### src/rtl/regfile_flags.sv
// 2**AW x WIDTH register file with two combinational read ports and Z/V flag registers.
// Define REGFILE_BYPASS_EN to forward write data onto a read port addressing the register being written.

module regfile_flags_reg #(
  parameter int WIDTH = 32
) (
  input  logic             clk,
  input  logic             rst_n,
  input  logic             en,
  input  logic [WIDTH-1:0] d,
  output logic [WIDTH-1:0] q
);
  always_ff @(posedge clk or negedge rst_n)
    if (!rst_n)  q <= '0;
    else if (en) q <= d;
endmodule

module regfile_flags #(
  parameter int WIDTH = 32,
  parameter int AW    = 5
) (
  input  logic             Clk,
  input  logic             Clrn,
  input  logic [AW-1:0]    Ra,
  input  logic [AW-1:0]    Rb,
  output logic [WIDTH-1:0] Qa,
  output logic [WIDTH-1:0] Qb,
  input  logic             We,
  input  logic [AW-1:0]    Wr,
  input  logic [WIDTH-1:0] D,
  input  logic             Fwe,
  input  logic             Zin,
  input  logic             Vin,
  output logic             Zf,
  output logic             Vf
);
  localparam int NREG = 1 << AW;

  logic [NREG-1:0][WIDTH-1:0] regs;

  // r0 has no storage; it is hardwired to zero so writes to it vanish
  assign regs[0] = '0;

  for (genvar g = 1; g < NREG; g++) begin : g_reg
    regfile_flags_reg #(.WIDTH(WIDTH)) u_reg (
      .clk   (Clk),
      .rst_n (Clrn),
      .en    (We && (Wr == AW'(g))),
      .d     (D),
      .q     (regs[g])
    );
  end

`ifdef REGFILE_BYPASS_EN
  logic wr_live;
  assign wr_live = We && (Wr != '0);

  always_comb begin
    Qa = regs[Ra];
    Qb = regs[Rb];
    if (wr_live && (Ra == Wr)) Qa = D;
    if (wr_live && (Rb == Wr)) Qb = D;
  end
`else
  assign Qa = regs[Ra];
  assign Qb = regs[Rb];
`endif

  always_ff @(posedge Clk or negedge Clrn)
    if (!Clrn) begin
      Zf <= 1'b0;
      Vf <= 1'b0;
    end else if (Fwe) begin
      Zf <= Zin;
      Vf <= Vin;
    end
endmodule

### config.mk
export PLATFORM = sky130hd
export DESIGN_NAME = regfile_flags
export DESIGN_NICKNAME = d
export VERILOG_FILES = /design/src/rtl/regfile_flags.sv
export SDC_FILE = /design/constraint.sdc
export NUM_CORES = 2
export LEC_CHECK = 0
export CAP_MARGIN = 10
export CORE_UTILIZATION = 30
export CTS_CLUSTER_DIAMETER = 30
export CTS_CLUSTER_SIZE = 20
export DETAILED_ROUTE_END_ITERATION = 6
export GPL_TIMING_DRIVEN = 0
export PLACE_DENSITY = 0.42
export SLEW_MARGIN = 20
export SYNTH_ARGS = -nofsm -noshare
export SYNTH_HDL_FRONTEND = slang
export SYNTH_SLANG_ARGS = --single-unit
### constraint.sdc
create_clock -name Clk -period 2.1 [get_ports Clk]
set_input_delay 0.21 -clock Clk [delete_from_list [all_inputs] [get_ports Clk]]
set_output_delay 0.21 -clock Clk [all_outputs]
set_load 0.1 [all_outputs]
==> metrics.txt <==
status finished with violations; failing checks design-rule violations, negative hold slack, negative setup slack; vias ~37000; yosys warns 0; Post-synth EDFFs 0; Async SR Flop Fraction 1.00; Setup crit start kind input pin; Slew HR 0.251; Mapped Area 53300 um^2; Final Wtd Congestion 0.823; largest net degree at the start of global routing 125; CTS tree yes; Tightest Hold Check Type input pin to async pin; Max Fclk between 300 and 400 MHz; Peak VDD IR 0.000997 V; clock buffer depth 4; final WL 229000 um; Die Y 424 um; Layout fillers approximately 16000; Worst-Margin Slew ~1100 ps; Worst EP arrival 2730 ps; Clock Power Share 0.535; Final period util 1.40; Post-Syn Nets 3662; Congestion Overflow GR 0; final worst slack -838 ps; Clock Skew 0 ps; Setup TNS -49210 ps; Post-Synthesis Cells 3609; nets@finish 4134; WL met3 13500 um; # diodes 0; DP Worst Slack -2670 ps; initial antenna violation count 12; count of final max-slew check failures 0; drt wl/cell 34.3 um; leakage dissipation about 31 nW; Site Rows 154; 1st-iter DRT viols between 2000 and 3000; Final Hold Viols 389; RSZ-0062 raised after global routing yes; I/O Buffers 108; later-pin clock latency in the skew report 890 ps; flop-to-flop setup slack roughly 790 ps; share of cells above drive strength 1 0.564; CP endpoint kind output pin; uppermost layer routed met5; Logic pwr share 0.180; Routed met1 length 98300 um; switching share of power 0.268; max-cap violations 0; Pwr Total 90.2 mW; first-pass GRT wire length ~320000 um; hold_ws -805 ps; Vias/cell 5.53; area of the multi-input gates 28500 um^2; total CTS buffers 328; First-pass DRT Iterations 7; area grow syn2layout 34.9%; minimum clock period 2940 ps; vias in the first global route just under 40000; Tot GR Track Use 0.256; core area about 180000 um^2; DIE WIDTH 424 um; H-tree depth 5; # setup viols final 141; Mean Syn Cell Area 14.8 um^2; CTS clk-pin slew, worst paths 30 ps; count of state elements after synthesis between 900 and 1000; clk sinks a little under 1000; DRC 5; root buf cell clkbuf_16; Reg power frac 0.284; internal power about 66 mW; NetSw 24.2 mW; cts hold-fix bufs 13; post-synthesis cell type count 30; ANT nets after route 0; CP required around 1900 ps; hpwl dp roughly 150000 um; Main synth FF type dfrtp_1; Routed met2 length approximately 110000 um; Critical Path Fanout Max 10; Starting Density 0.302; Seq/Total Area, Yosys 0.467; power density cells 1250 nW/um^2; DIE AREA 179000 um^2; critical path class input pin to output pin; FF+latch area 24900 um^2; Ports 119
-- cell usage in the layout (no fill, tap or decap), types with 59 or more instances in the layout --
master	Yosys	routed
dfrtp_1	994	994
buf_12	0	71
and2_1	66	66
clkbuf_16	0	334
clkbuf_2	1	69
mux2i_1	192	192
a22o_1	192	172
o22ai_1	64	64
clkinv_2	0	71
buf_2	141	108
mux4_2	384	384
clkbuf_1	217	166
mux2_1	97	97
o31ai_4	0	64
o21ai_4	0	59
mux2_2	961	961
clkbuf_8	0	72
-- power by group through the flow --
| stage | clock network (mW) | registers (mW) | logic, mW |
|---|---|---|---|
| 2_1_floorplan | 0 | 25.0 | 11.3 |
| 3_3_place_gp | 0 | 25.8 | 14.6 |
| 3_5_place_dp | 0 | 25.8 | 15.1 |
| 4_1_cts | 48.9 | 25.6 | 16.2 |
| 5_1_grt | 50.2 | 26.2 | 17.1 |
| 6_report | 48.3 | 25.6 | 16.2 |
-- area by class of cell --
class	instances	area share
clock inverters	120	0.0201
repair buffers	142	0.0325
well taps	2340	0.0407
flip-flops and latches	994	0.346
clock buffers	455	0.132
plain buffers	406	0.0330
multi-input cells	2207	0.396
inverters	2	0.000104
-- state kept, by name, indices dropped and copies added, names as in the netlist --
name and flops:
Zf 1, g.u_reg.q 992, Vf 1
-- critical path: stages --
cell and delay, ps:
clkbuf_2 210, buf_4 290, buf_4 240, inv_1 380
buf_2 490, a211oi_1 190, o31ai_4 440, buf_12 230
-- cell families (layout without fill, tap and decap cells) --
group | after synthesis | count (layout) | synth area share
and+or+nand+nor | 125 | 125 | 0.0136
buffers and inverters | 408 | 1125 | 0.0352
AOI/OAI and AO/OA | 448 | 448 | 0.0631
muxes | 1634 | 1634 | 0.422
DFF | 994 | 994 | 0.467
-- repair_timing --
item                                    CTS  global route
pin swaps                               100            72
gates resized for setup                 808            82
cloned                                    3             1
endpoints found under the setup margin  390           315
endpoints found under the hold margin   400           362
buffers inserted                          1             4
-- synthesized netlist by cell type (all sizes together), types with 2 or more instances --
| master | n | area (um^2) |
|---|---|---|
| mux2 | 1058 | 11900 |
| nor2b | 10 | 62.6 |
| nor3 | 3 | 15.0 |
| o31ai | 64 | 480 |
| buf | 188 | 1050 |
| o22ai | 64 | 400 |
| a22o | 192 | 1680 |
| nand2 | 15 | 56.3 |
| nand2b | 5 | 31.3 |
| nand4b | 3 | 26.3 |
| inv | 2 | 7.51 |
| or3 | 3 | 18.8 |
| nor3b | 2 | 20.0 |
| mux4 | 384 | 8650 |
| and2 | 66 | 413 |
| a211oi | 64 | 480 |
| dfrtp | 994 | 24900 |
| clkbuf | 218 | 820 |
| mux2i | 192 | 1920 |
| nor2 | 15 | 56.3 |
| o21ai | 64 | 320 |
-- through the flow --
stage,std cells,util,cell area (um^2)
after floorplan,3609,-,54500
after global placement,6057,0.332,58500
after detailed placement,6069,0.334,58800
after CTS,6661,0.405,71500
after global routing,6666,0.408,72000
final,6666,0.408,72000
-- metal layers --
layer | vias up | GRT usage
met5 | - | 0
met4 | 4 | 0.106
met3 | 492 | 0.0566
met2 | 1290 | 0.408
met1 | 19900 | 0.335
li1 | 15100 | -
-- final timing paths --
path                                                   start                                end  cells after the start
max in group asynchronous                               Clrn   g_reg[14].u_reg.q[0]$_DFFE_PN0P_                      5
min in group Clk                                       D[25]  g_reg[31].u_reg.q[25]$_DFFE_PN0P_                      2
hold reg to reg            g_reg[14].u_reg.q[28]$_DFFE_PN0P_  g_reg[14].u_reg.q[28]$_DFFE_PN0P_                      1
hold / removal                                          Clrn                     Zf$_DFFE_PN0P_                      1
setup / recovery                                       Rb[2]                              Qb[1]                      8
setup reg to reg            g_reg[19].u_reg.q[0]$_DFFE_PN0P_   g_reg[19].u_reg.q[0]$_DFFE_PN0P_                      2
Note: power is estimated with default switching activity, not from simulation.
